[src/rtl/nes_pad_responder_pkg.sv]
// Shared definitions for the NES controller pad responder: FSM states,
// button bit positions on the wire, frame length and the turbo helper.
package nes_pad_responder_pkg;

  // Protocol states; LOAD is the transparent parallel-load phase.
  typedef enum logic [1:0] {
    IDLE  = 2'd0,
    LOAD  = 2'd1,
    SHIFT = 2'd2,
    DONE  = 2'd3
  } padState_t;

  // Bit positions of each button in the 8-bit wire word (0 = pressed).
  localparam int BTN_A      = 0;
  localparam int BTN_B      = 1;
  localparam int BTN_SELECT = 2;
  localparam int BTN_START  = 3;
  localparam int BTN_UP     = 4;
  localparam int BTN_DOWN   = 5;
  localparam int BTN_LEFT   = 6;
  localparam int BTN_RIGHT  = 7;

  // Number of data bits in one report frame.
  localparam logic [3:0] FRAME_LEN = 4'd8;

  // All buttons released, the idle value of the shift register.
  localparam logic [7:0] ALL_RELEASED = 8'hFF;

  // Force A and/or B to released while the turbo phase is active.
  function automatic logic [7:0] applyTurbo(input logic [7:0] buttons,
                                            input logic [1:0] turbo,
                                            input logic       phase);
    logic [7:0] result;
    result = buttons;
    if (phase && turbo[0]) result[BTN_A] = 1'b1;
    if (phase && turbo[1]) result[BTN_B] = 1'b1;
    return result;
  endfunction

endpackage

[src/rtl/nes_pin_filter.sv]
// Synchronizer chain followed by a stability filter for one asynchronous
// host pin. The filtered output only moves once the synchronized pin has
// disagreed with it for FILTER_CYCLES consecutive clocks.
module nes_pin_filter #(
  parameter int SYNC_STAGES   = 2,
  parameter int FILTER_CYCLES = 4
) (
  input  logic i_clk,
  input  logic i_rst,
  input  logic i_pin,
  output logic o_filtered
);

  localparam int CW = (FILTER_CYCLES > 1) ? $clog2(FILTER_CYCLES) : 1;

  logic [SYNC_STAGES-1:0] sync_q;
  logic                   syncPin;
  logic                   filt_q;
  logic [CW-1:0]          stableCnt_q;

  assign syncPin    = sync_q[SYNC_STAGES-1];
  assign o_filtered = filt_q;

  // Metastability chain: pin enters at stage 0 and walks up the chain.
  always_ff @(posedge i_clk or posedge i_rst) begin
    if (i_rst) begin
      sync_q <= '0;
    end else begin
      sync_q[0] <= i_pin;
      for (int k = 1; k < SYNC_STAGES; k++) begin
        sync_q[k] <= sync_q[k-1];
      end
    end
  end

  // Count consecutive disagreeing cycles; accept the new level on the last one.
  always_ff @(posedge i_clk or posedge i_rst) begin
    if (i_rst) begin
      filt_q      <= 1'b0;
      stableCnt_q <= '0;
    end else if (syncPin != filt_q) begin
      if (stableCnt_q == CW'(FILTER_CYCLES - 1)) begin
        filt_q      <= syncPin;
        stableCnt_q <= '0;
      end else begin
        stableCnt_q <= stableCnt_q + 1'b1;
      end
    end else begin
      stableCnt_q <= '0;
    end
  end

endmodule

[src/rtl/nes_pad_responder.sv]
// NES controller emulation: answers the console's latch/clock protocol with
// an 8-bit button report on o_serial_data, A first.
// Optional turbo on A/B is built only when NES_PAD_TURBO_EN is defined.
module nes_pad_responder
  import nes_pad_responder_pkg::*;
#(
  parameter int SYNC_STAGES   = 2,
  parameter int FILTER_CYCLES = 4,
  parameter int LINK_TIMEOUT  = 1350000,
  parameter int TURBO_PERIOD  = 4
) (
  input  logic       i_clk,
  input  logic       i_rst,
  input  logic       i_data_latch,
  input  logic       i_data_clock,
  input  logic [7:0] i_button_state,
  input  logic [1:0] i_turbo,
  output logic       o_serial_data,
  output logic       o_frame_done,
  output logic       o_link_active,
  output logic [7:0] o_latched_state
);

  localparam int WDOG_W = $clog2(LINK_TIMEOUT + 1);

  logic latchFilt;
  logic clkFilt;
  logic latchPrev_q;
  logic clkPrev_q;
  logic latchRise;
  logic latchFall;
  logic clkRise;

  padState_t   state_q;
  logic [7:0]  shift_q;
  logic [3:0]  bitCnt_q;
  logic        frameDone_q;
  logic [7:0]  latched_q;
  logic [7:0]  loadValue;

  logic [WDOG_W-1:0] wdog_q, wdog_d;
  logic              seen_q, seen_d;
  logic              linkActive_q;

  nes_pin_filter #(
    .SYNC_STAGES  (SYNC_STAGES),
    .FILTER_CYCLES(FILTER_CYCLES)
  ) u_latch_filter (
    .i_clk     (i_clk),
    .i_rst     (i_rst),
    .i_pin     (i_data_latch),
    .o_filtered(latchFilt)
  );

  nes_pin_filter #(
    .SYNC_STAGES  (SYNC_STAGES),
    .FILTER_CYCLES(FILTER_CYCLES)
  ) u_clock_filter (
    .i_clk     (i_clk),
    .i_rst     (i_rst),
    .i_pin     (i_data_clock),
    .o_filtered(clkFilt)
  );

  // Remember last filtered levels so edges are seen on clean signals only.
  always_ff @(posedge i_clk or posedge i_rst) begin
    if (i_rst) begin
      latchPrev_q <= 1'b0;
      clkPrev_q   <= 1'b0;
    end else begin
      latchPrev_q <= latchFilt;
      clkPrev_q   <= clkFilt;
    end
  end

  assign latchRise = latchFilt & ~latchPrev_q;
  assign latchFall = ~latchFilt & latchPrev_q;
  assign clkRise   = clkFilt & ~clkPrev_q;

`ifdef NES_PAD_TURBO_EN
  localparam int TURBO_W = (TURBO_PERIOD > 1) ? $clog2(TURBO_PERIOD) : 1;

  logic [TURBO_W-1:0] turboCnt_q;
  logic               turboPhase_q;

  // Count latch frames and flip the turbo phase every TURBO_PERIOD of them.
  always_ff @(posedge i_clk or posedge i_rst) begin
    if (i_rst) begin
      turboCnt_q   <= '0;
      turboPhase_q <= 1'b0;
    end else if (latchFall) begin
      if (turboCnt_q == TURBO_W'(TURBO_PERIOD - 1)) begin
        turboCnt_q   <= '0;
        turboPhase_q <= ~turboPhase_q;
      end else begin
        turboCnt_q <= turboCnt_q + 1'b1;
      end
    end
  end

  assign loadValue = applyTurbo(i_button_state, i_turbo, turboPhase_q);
`else
  logic unusedTurbo;

  assign unusedTurbo = ^i_turbo;
  assign loadValue   = i_button_state;
`endif

  // Protocol FSM: latch level overrides everything, then load/shift/saturate.
  always_ff @(posedge i_clk or posedge i_rst) begin
    if (i_rst) begin
      state_q     <= IDLE;
      shift_q     <= ALL_RELEASED;
      bitCnt_q    <= 4'd0;
      frameDone_q <= 1'b0;
      latched_q   <= ALL_RELEASED;
    end else begin
      frameDone_q <= 1'b0;
      if (latchFilt) begin
        state_q <= LOAD;
        shift_q <= loadValue;
      end else begin
        case (state_q)
          LOAD: begin
            if (latchFall) begin
              state_q   <= SHIFT;
              latched_q <= shift_q;
              bitCnt_q  <= 4'd0;
            end
          end
          SHIFT, DONE: begin
            if (clkRise) begin
              shift_q <= {1'b1, shift_q[7:1]};
              if (bitCnt_q != FRAME_LEN) begin
                bitCnt_q <= bitCnt_q + 4'd1;
              end
              if (bitCnt_q == FRAME_LEN - 4'd1) begin
                frameDone_q <= 1'b1;
                state_q     <= DONE;
              end
            end
          end
          default: begin
          end
        endcase
      end
    end
  end

  // Watchdog next state: restart on each latch, otherwise count up to the limit.
  always_comb begin
    wdog_d = wdog_q;
    seen_d = seen_q;
    if (latchRise) begin
      wdog_d = '0;
      seen_d = 1'b1;
    end else if (wdog_q < WDOG_W'(LINK_TIMEOUT)) begin
      wdog_d = wdog_q + 1'b1;
    end
  end

  // Watchdog registers and the registered link-status flag.
  always_ff @(posedge i_clk or posedge i_rst) begin
    if (i_rst) begin
      wdog_q       <= '0;
      seen_q       <= 1'b0;
      linkActive_q <= 1'b0;
    end else begin
      wdog_q       <= wdog_d;
      seen_q       <= seen_d;
      linkActive_q <= seen_d && (wdog_d < WDOG_W'(LINK_TIMEOUT));
    end
  end

  assign o_serial_data   = shift_q[0];
  assign o_frame_done    = frameDone_q;
  assign o_link_active   = linkActive_q;
  assign o_latched_state = latched_q;

endmodule

[config.mk]
export PLATFORM = sky130hd
export DESIGN_NAME = nes_pad_responder
export DESIGN_NICKNAME = d
export VERILOG_FILES = /design/src/rtl/nes_pad_responder_pkg.sv /design/src/rtl/nes_pin_filter.sv /design/src/rtl/nes_pad_responder.sv
export SDC_FILE = /design/constraint.sdc
export NUM_CORES = 1
export LEC_CHECK = 0
export CORE_MARGIN = 5
export CORE_UTILIZATION = 55
export DETAILED_ROUTE_END_ITERATION = 6
export PLACE_DENSITY = 0.84
export SKIP_LAST_GASP = 1
export SYNTH_ARGS = -nofsm -noshare
export SYNTH_HDL_FRONTEND = slang
export SYNTH_SLANG_ARGS = --single-unit
[constraint.sdc]
create_clock -name i_clk -period 3.37 [get_ports i_clk]
set_input_delay 0.674 -clock i_clk [delete_from_list [all_inputs] [get_ports i_clk]]
set_output_delay 0.674 -clock i_clk [all_outputs]
set_load 0.005 [all_outputs]
==> results.yml, run 1 <==
run_status:
  status: "finished, final reports clean"
timing:
  final-hold-violation-count: 0
  slew_headroom: 0.425
  rsz0062_at_grt: "false"
  setup_viol: 0
  clock_skew_ns: 0.00922
  period_minus_slack_ns: 2.41
  drv_slew: 0
  fmax_mhz: 414
  setup_tns_ns: 0
  max_slew.worst_pin.slew_ns: 0.861
  period_share: 0.716
synthesis:
  synth-edff-count: 0
  asyncSetResetFlopFracSynth: 1.00
  syn-num-nets: 288
  synthesis.area_um2: 2880
  syn_area_per_cell_um2: 10.7
  synth_flop_cell: "dfrtp_1"
  ys_ff_latch: 58
  seq_area_frac_synth: 0.512
  synthCells: 269
  ys_warn_count: 0
  yosysUniqueCellTypes: 56
clock_tree:
  clockBufferDepth: 2
  cts.sinks: 58
  numCtsBuffers: 9
  root_buffer: "clkbuf_8"
  cts-resized-gates: 0
  postCtsSetupRepairBufs: 0
  htree_levels: 3
  clkTransAtPathRegs_ns: 0.07
  clk_latency_ns: 0.34
  hold_buffers: 0
  cts_tree: "yes"
critical_path:
  timing.rr.start: "wdog_q[10]$_DFF_PP0_"
  cpPeakStageDelay_ns: 0.54
  cp_slowest_cell: "a2111oi_1"
  arrival_ns: 2.62
  r2r_end: "o_link_active$_DFF_PP0_"
  end_kind: "flop"
  crit_required_ns: 3.58
  crit_type: "reg -> reg"
  ff2ff_path_depth: 6
  crit_fanout: 7
  critPathLaunch: "wdog_q[10]$_DFF_PP0_"
  cp_cell_sequence: "a211oi_1 -> o21ai_2 -> a2111oi_1 -> mux2i_1 -> nor4bb_1 -> a31oi_1"
  startpoint_type: "flop"
  r2r_slack_ns: 0.96
die:
  die_x_um: 82.3
  rows: 26
  ioPinCount: 25
  coreArea_um2: 5110
  die_h_um: 82.3
  fp.dieArea_um2: 6780
  start_util: 0.563
global_routing:
  grt_pass1_vias: 2032
  grt_antenna_before_repair: 0
  grt_overflow: 0
  grt_max_degree: 59
  grt_pass1_wl_mm: 9.33
  gr-usage-all-layers: 0.185
placed_design:
  dp_hpwl_mm: 3.79
  postPlaceCellArea_um2: 3160
  gp_congestion: 0.882
  port_buffers: 22
detailed_routing:
  detail_route.iter0.violations: 102
  dr_total_vias: 2090
  drc_errors: 0
  finalWirelength_mm: 5.52
  wire_per_inst_um: 14.9
  via_per_inst: 5.66
  drt_pass1_iterations: 4
  ant_nets: 0
cells_and_area:
  nFillCells: 407
  area_growth_pct: 16.3
  final_common_cell: "dfrtp_1"
  final_cell_mix: "dfrtp_1 (42), nand2_1 (26), nor2_1 (22), clkdlybuf4s50_1 (22), dfstp_2 (16)"
  final_layout_size_suffix_gt1_frac: 0.181
  final_util: 0.655
  antenna_cells: 0
  fin_area_um2: 3340
  final_nets: 313
pwr:
  powerDensity_nw_per_um2: 695
  power_leakage_nw: 1.42
  vdd_drop_max_mv: 0.523
run:
  cap_violations: 0
hold_path:
  hold_class: "reg -> reg"
  min_from: "u_clock_filter.sync_q[0]$_DFF_PP0_"
  hold-path-cell-count: 0
  min_to: "u_clock_filter.sync_q[1]$_DFF_PP0_"
power breakdown:
part	internal [W]	leakage, nW	switching (W)
registers	0.000947	0.712	0.000166
clock network	0.000337	0.0998	0.000269
logic	0.000321	0.604	0.000284
total	0.00161	1.42	0.000719
state kept, by name, indices dropped and copies added (netlist names), 2 cells and up:
signal                      flops
wdog_q                         21
o_latched_state                 8
shift_q                         8
bitCnt_q                        4
state_q                         2
u_clock_filter.stableCnt_q      2
u_clock_filter.sync_q           2
u_latch_filter.stableCnt_q      2
u_latch_filter.sync_q           2
metrics by stage:
step                std cells  setup WS, ns  power [W]  hold WS (ns)
detailed placement        353         0.981    0.00174         0.335
floorplan                 269          1.26    0.00149         0.331
CTS                       369         0.932    0.00236         0.360
global placement          353         0.992    0.00169         0.334
finish                    369         0.956    0.00232         0.355
global route              369         0.784    0.00248         0.367
layer usage:
metal / global-route usage / vias to the layer above / part of all wire
li1: - / 1019 / -
met1: 0.228 / 1005 / 0.44
met2: 0.296 / 59 / 0.50
met3: 0.0672 / 7 / 0.055
met4: 0.0731 / 0 / 0.011
met5: 0 / - / 0
Yosys cell counts, types with 2 or more instances:
library cell | n | area (um^2)
a21oi_1 | 6 | 30.0
nor2_1 | 22 | 82.6
nand4_1 | 4 | 25.0
dfstp_2 | 16 | 420
nand3_1 | 8 | 40.0
o31ai_1 | 4 | 30.0
and4_1 | 3 | 26.3
mux2i_1 | 10 | 100
inv_1 | 5 | 18.8
dfrtp_1 | 42 | 1050
a211oi_1 | 4 | 30.0
ha_1 | 5 | 62.6
xor2_1 | 8 | 70.1
nand2b_1 | 7 | 43.8
nand3b_1 | 2 | 15.0
and2_1 | 5 | 31.3
nor3_1 | 2 | 10.0
and3_1 | 8 | 50.1
mux2_2 | 10 | 113
o21ai_0 | 12 | 60.1
nor2b_1 | 4 | 25.0
o21ai_1 | 3 | 15.0
buf_6 | 2 | 22.5
a21oi_2 | 3 | 26.3
nand2_1 | 26 | 97.6
nor4_1 | 4 | 25.0
clkbuf_1 | 7 | 26.3
xnor2_1 | 9 | 78.8
worst max path at each step:
| stage | endpoint | slack, ns |
|---|---|---|
| 2_1_floorplan | o_link_active$_DFF_PP0_ | 1.26 |
| 3_3_place_gp | o_link_active$_DFF_PP0_ | 0.99 |
| 3_5_place_dp | o_link_active$_DFF_PP0_ | 0.98 |
| 4_1_cts | o_link_active$_DFF_PP0_ | 0.93 |
| 5_1_grt | o_link_active$_DFF_PP0_ | 0.78 |
| 6_report | o_link_active$_DFF_PP0_ | 0.96 |
cells by family (layout without fill, tap and decap cells):
group           count (synthesis)  count (layout)  share of synthesized area
buf+inv                        15              45                     0.0252
mux                            21              21                     0.0779
fa+ha+maj                       5               5                     0.0217
compound gates                 49              49                      0.120
simple gates                  104             104                      0.192
xor+xnor                       17              17                     0.0518
flops                          58              58                      0.512
area by class of cell:
type | instances | area (um^2) | share of cell area
sequential | 58 | 1470 | 0.440
multi-input combinational | 196 | 1330 | 0.398
timing repair buffer | 24 | 248 | 0.0741
clock buffer | 10 | 128 | 0.0382
tap | 70 | 87.6 | 0.0262
clock inverter | 6 | 58.8 | 0.0176
inverter | 5 | 18.8 | 0.00561
critical path: cells and delay by family (launching register included):
family | cells | cell delay (ns)
muxes | 1 | 0.37
and+or+nand+nor | 1 | 0.36
DFF | 1 | 0.46
AOI/OAI and AO/OA | 4 | 1.10
Power figures use the tool's default switching activity.
==> run 2, diff against run 1 <==
- CORE_UTILIZATION: 55 -> 52
- clock period: 3.37 -> 2.04 ns (I/O delays scaled with it)
==> results.yml, run 2 (synthesis gave the netlist of run 1 again) <==
detailed_routing:
  detail_route.iter0.violations: 117
  dr_total_vias: 2315
  via_per_inst: 5.65
  wire_per_inst_um: 15.5
  ant_nets: 0
  drc_errors: 0
  finalWirelength_mm: 6.36
  drt_pass1_iterations: 4
global_routing:
  grt_overflow: 0
  grt-busiest-layer: "met2"
  grt_pass1_wl_mm: 10.9
  met2_usage: 0.316
  grt_use_met1: 0.237
  grt_antenna_before_repair: 0
  grt_pass1_vias: 2401
  grt_max_degree: 36
  gr-usage-all-layers: 0.190
  grtUsageMet3: 0.0324
timing:
  clock_skew_ns: 0.00807
  max_slew.worst_pin.slew_ns: 0.575
  drv_slew: 0
  rsz0062_at_grt: "true"
  setup_viol: 1
  period_share: 1.04
  slew_headroom: 0.611
  final-hold-violation-count: 0
  whs_ns: 0.348
  layout_setup_ws_ns: -0.0728
  fmax_mhz: 473
  period_minus_slack_ns: 2.11
placed_design:
  port_buffers: 22
  pre_cts_ws_ns: -0.131
  gp_congestion: 0.855
  dp_hpwl_mm: 4.13
die:
  die_x_um: 84.4
  start_util: 0.529
  ioPinCount: 25
  fp.dieArea_um2: 7120
  rows: 27
  coreArea_um2: 5440
  die_h_um: 84.4
clock_tree:
  cts_tree: "yes"
  clkTransAtPathRegs_ns: 0.07
  hold_buffers: 0
  cts.sinks: 58
  numCtsBuffers: 9
  htree_levels: 3
  clockBufferDepth: 2
  root_buffer: "clkbuf_8"
  clk_latency_ns: 0.34
critical_path:
  end_kind: "flop"
  setup.worst_path.end: "o_link_active$_DFF_PP0_"
  critPathLaunch: "wdog_q[18]$_DFF_PP0_"
  r2r_slack_ns: -0.07
  crit_fanout: 6
  crit_required_ns: 2.25
  startpoint_type: "flop"
  timing.rr.start: "wdog_q[18]$_DFF_PP0_"
  ff2ff_path_depth: 7
  crit_type: "reg -> reg"
  arrival_ns: 2.32
  r2r_end: "o_link_active$_DFF_PP0_"
cells_and_area:
  final_common_cell: "dfrtp_1"
  final_nets: 352
  final_layout_size_suffix_gt1_frac: 0.349
  area_growth_pct: 32.0
  largest_register_ffs: 21
  final_cell_mix: "dfrtp_1 (42), buf_4 (40), nand2_1 (26)"
  top_register: "wdog_q"
  nFillCells: 387
  antenna_cells: 0
pwr:
  power_leakage_nw: 1.62
  vdd_drop_max_mv: 0.904
  powerDensity_nw_per_um2: 1040
run_status:
  status: "complete, but fails checks"
  violations: "negative setup slack"
run:
  cap_violations: 0
hold_path:
  hold_class: "reg -> reg"
-- run 2: cell types whose count changed in the layout (fill, tap and decap cells not counted), sizes merged --
| cell | change |
|---|---|
| clkinvlp | +1 |
| buf | +39 |
| clkinv | -1 |
-- run 2: how the worst min path moves through the flow --
| stage | startpoint | slack, ns | depth (start not counted) | endpoint |
|---|---|---|---|---|
| after floorplan | u_clock_filter.sync_q[0]$_DFF_PP0_ | 0.33 | 0 | u_clock_filter.sync_q[1]$_DFF_PP0_ |
| after global placement | u_latch_filter.sync_q[0]$_DFF_PP0_ | 0.33 | 0 | u_latch_filter.sync_q[1]$_DFF_PP0_ |
| after detailed placement | u_latch_filter.sync_q[0]$_DFF_PP0_ | 0.34 | 0 | u_latch_filter.sync_q[1]$_DFF_PP0_ |
| after CTS | u_latch_filter.sync_q[0]$_DFF_PP0_ | 0.35 | 0 | u_latch_filter.sync_q[1]$_DFF_PP0_ |
| after global routing | u_latch_filter.sync_q[0]$_DFF_PP0_ | 0.36 | 0 | u_latch_filter.sync_q[1]$_DFF_PP0_ |
| final | u_latch_filter.sync_q[0]$_DFF_PP0_ | 0.35 | 0 | u_latch_filter.sync_q[1]$_DFF_PP0_ |
-- run 2: final cells by class --
class,count,area (um^2),share of cell area
Clock buffer,10,128,0.0336
Clock inverter,6,57.6,0.0152
Inverter,5,18.8,0.00494
Multi-Input combinational cell,196,1500,0.395
Sequential cell,58,1470,0.387
Tap cell,72,90.1,0.0237
Timing Repair Buffer,63,532,0.140
-- run 2: repair_timing --
action,CTS,global route
gates resized for setup,26,9
setup endpoints to repair,1,1
gates cloned,0,0
buffers inserted,3,1
pin swaps,8,2
-- run 2: per-stage QoR --
| step | instance area [um^2] | std cells | setup TNS, ns | util | total power, W |
|---|---|---|---|---|---|
| after floorplan | 2880 | 269 | 0 | - | 0.00246 |
| after global placement | 3420 | 390 | -0.106 | 0.628 | 0.00288 |
| after detailed placement | 3420 | 390 | -0.131 | 0.628 | 0.00294 |
| after CTS | 3740 | 409 | 0 | 0.689 | 0.00399 |
| after global routing | 3800 | 410 | -0.202 | 0.698 | 0.00422 |
| final | 3800 | 410 | -0.0728 | 0.698 | 0.00396 |
-- run 2: metal layers --
metal / vias up / part of all wire
li1: 1092 / -
met1: 1157 / 0.44
met2: 50 / 0.51
met3: 16 / 0.030
met4: 0 / 0.026
met5: - / 0
-- run 2: where the power goes --
part,internal [W],leakage (nW),switching (W)
logic,0.000604,0.816,0.000561
registers,0.00157,0.712,0.000223
clock network,0.000555,0.0958,0.000455
-- run 2: worst max-delay path, stage by stage (launching register included) --
cell	delay, ns
dfrtp_1	0.45
nand3_1	0.11
and4b_4	0.24
a2111oi_4	0.41
mux2i_2	0.35
o31ai_2	0.12
a32oi_1	0.23
a31oi_1	0.07
==> run 3, diff against run 2 <==
- SLEW_MARGIN: unset -> 20
==> results of run 3 <==
Final layout, timing and power as in run 2 (identical DEF).
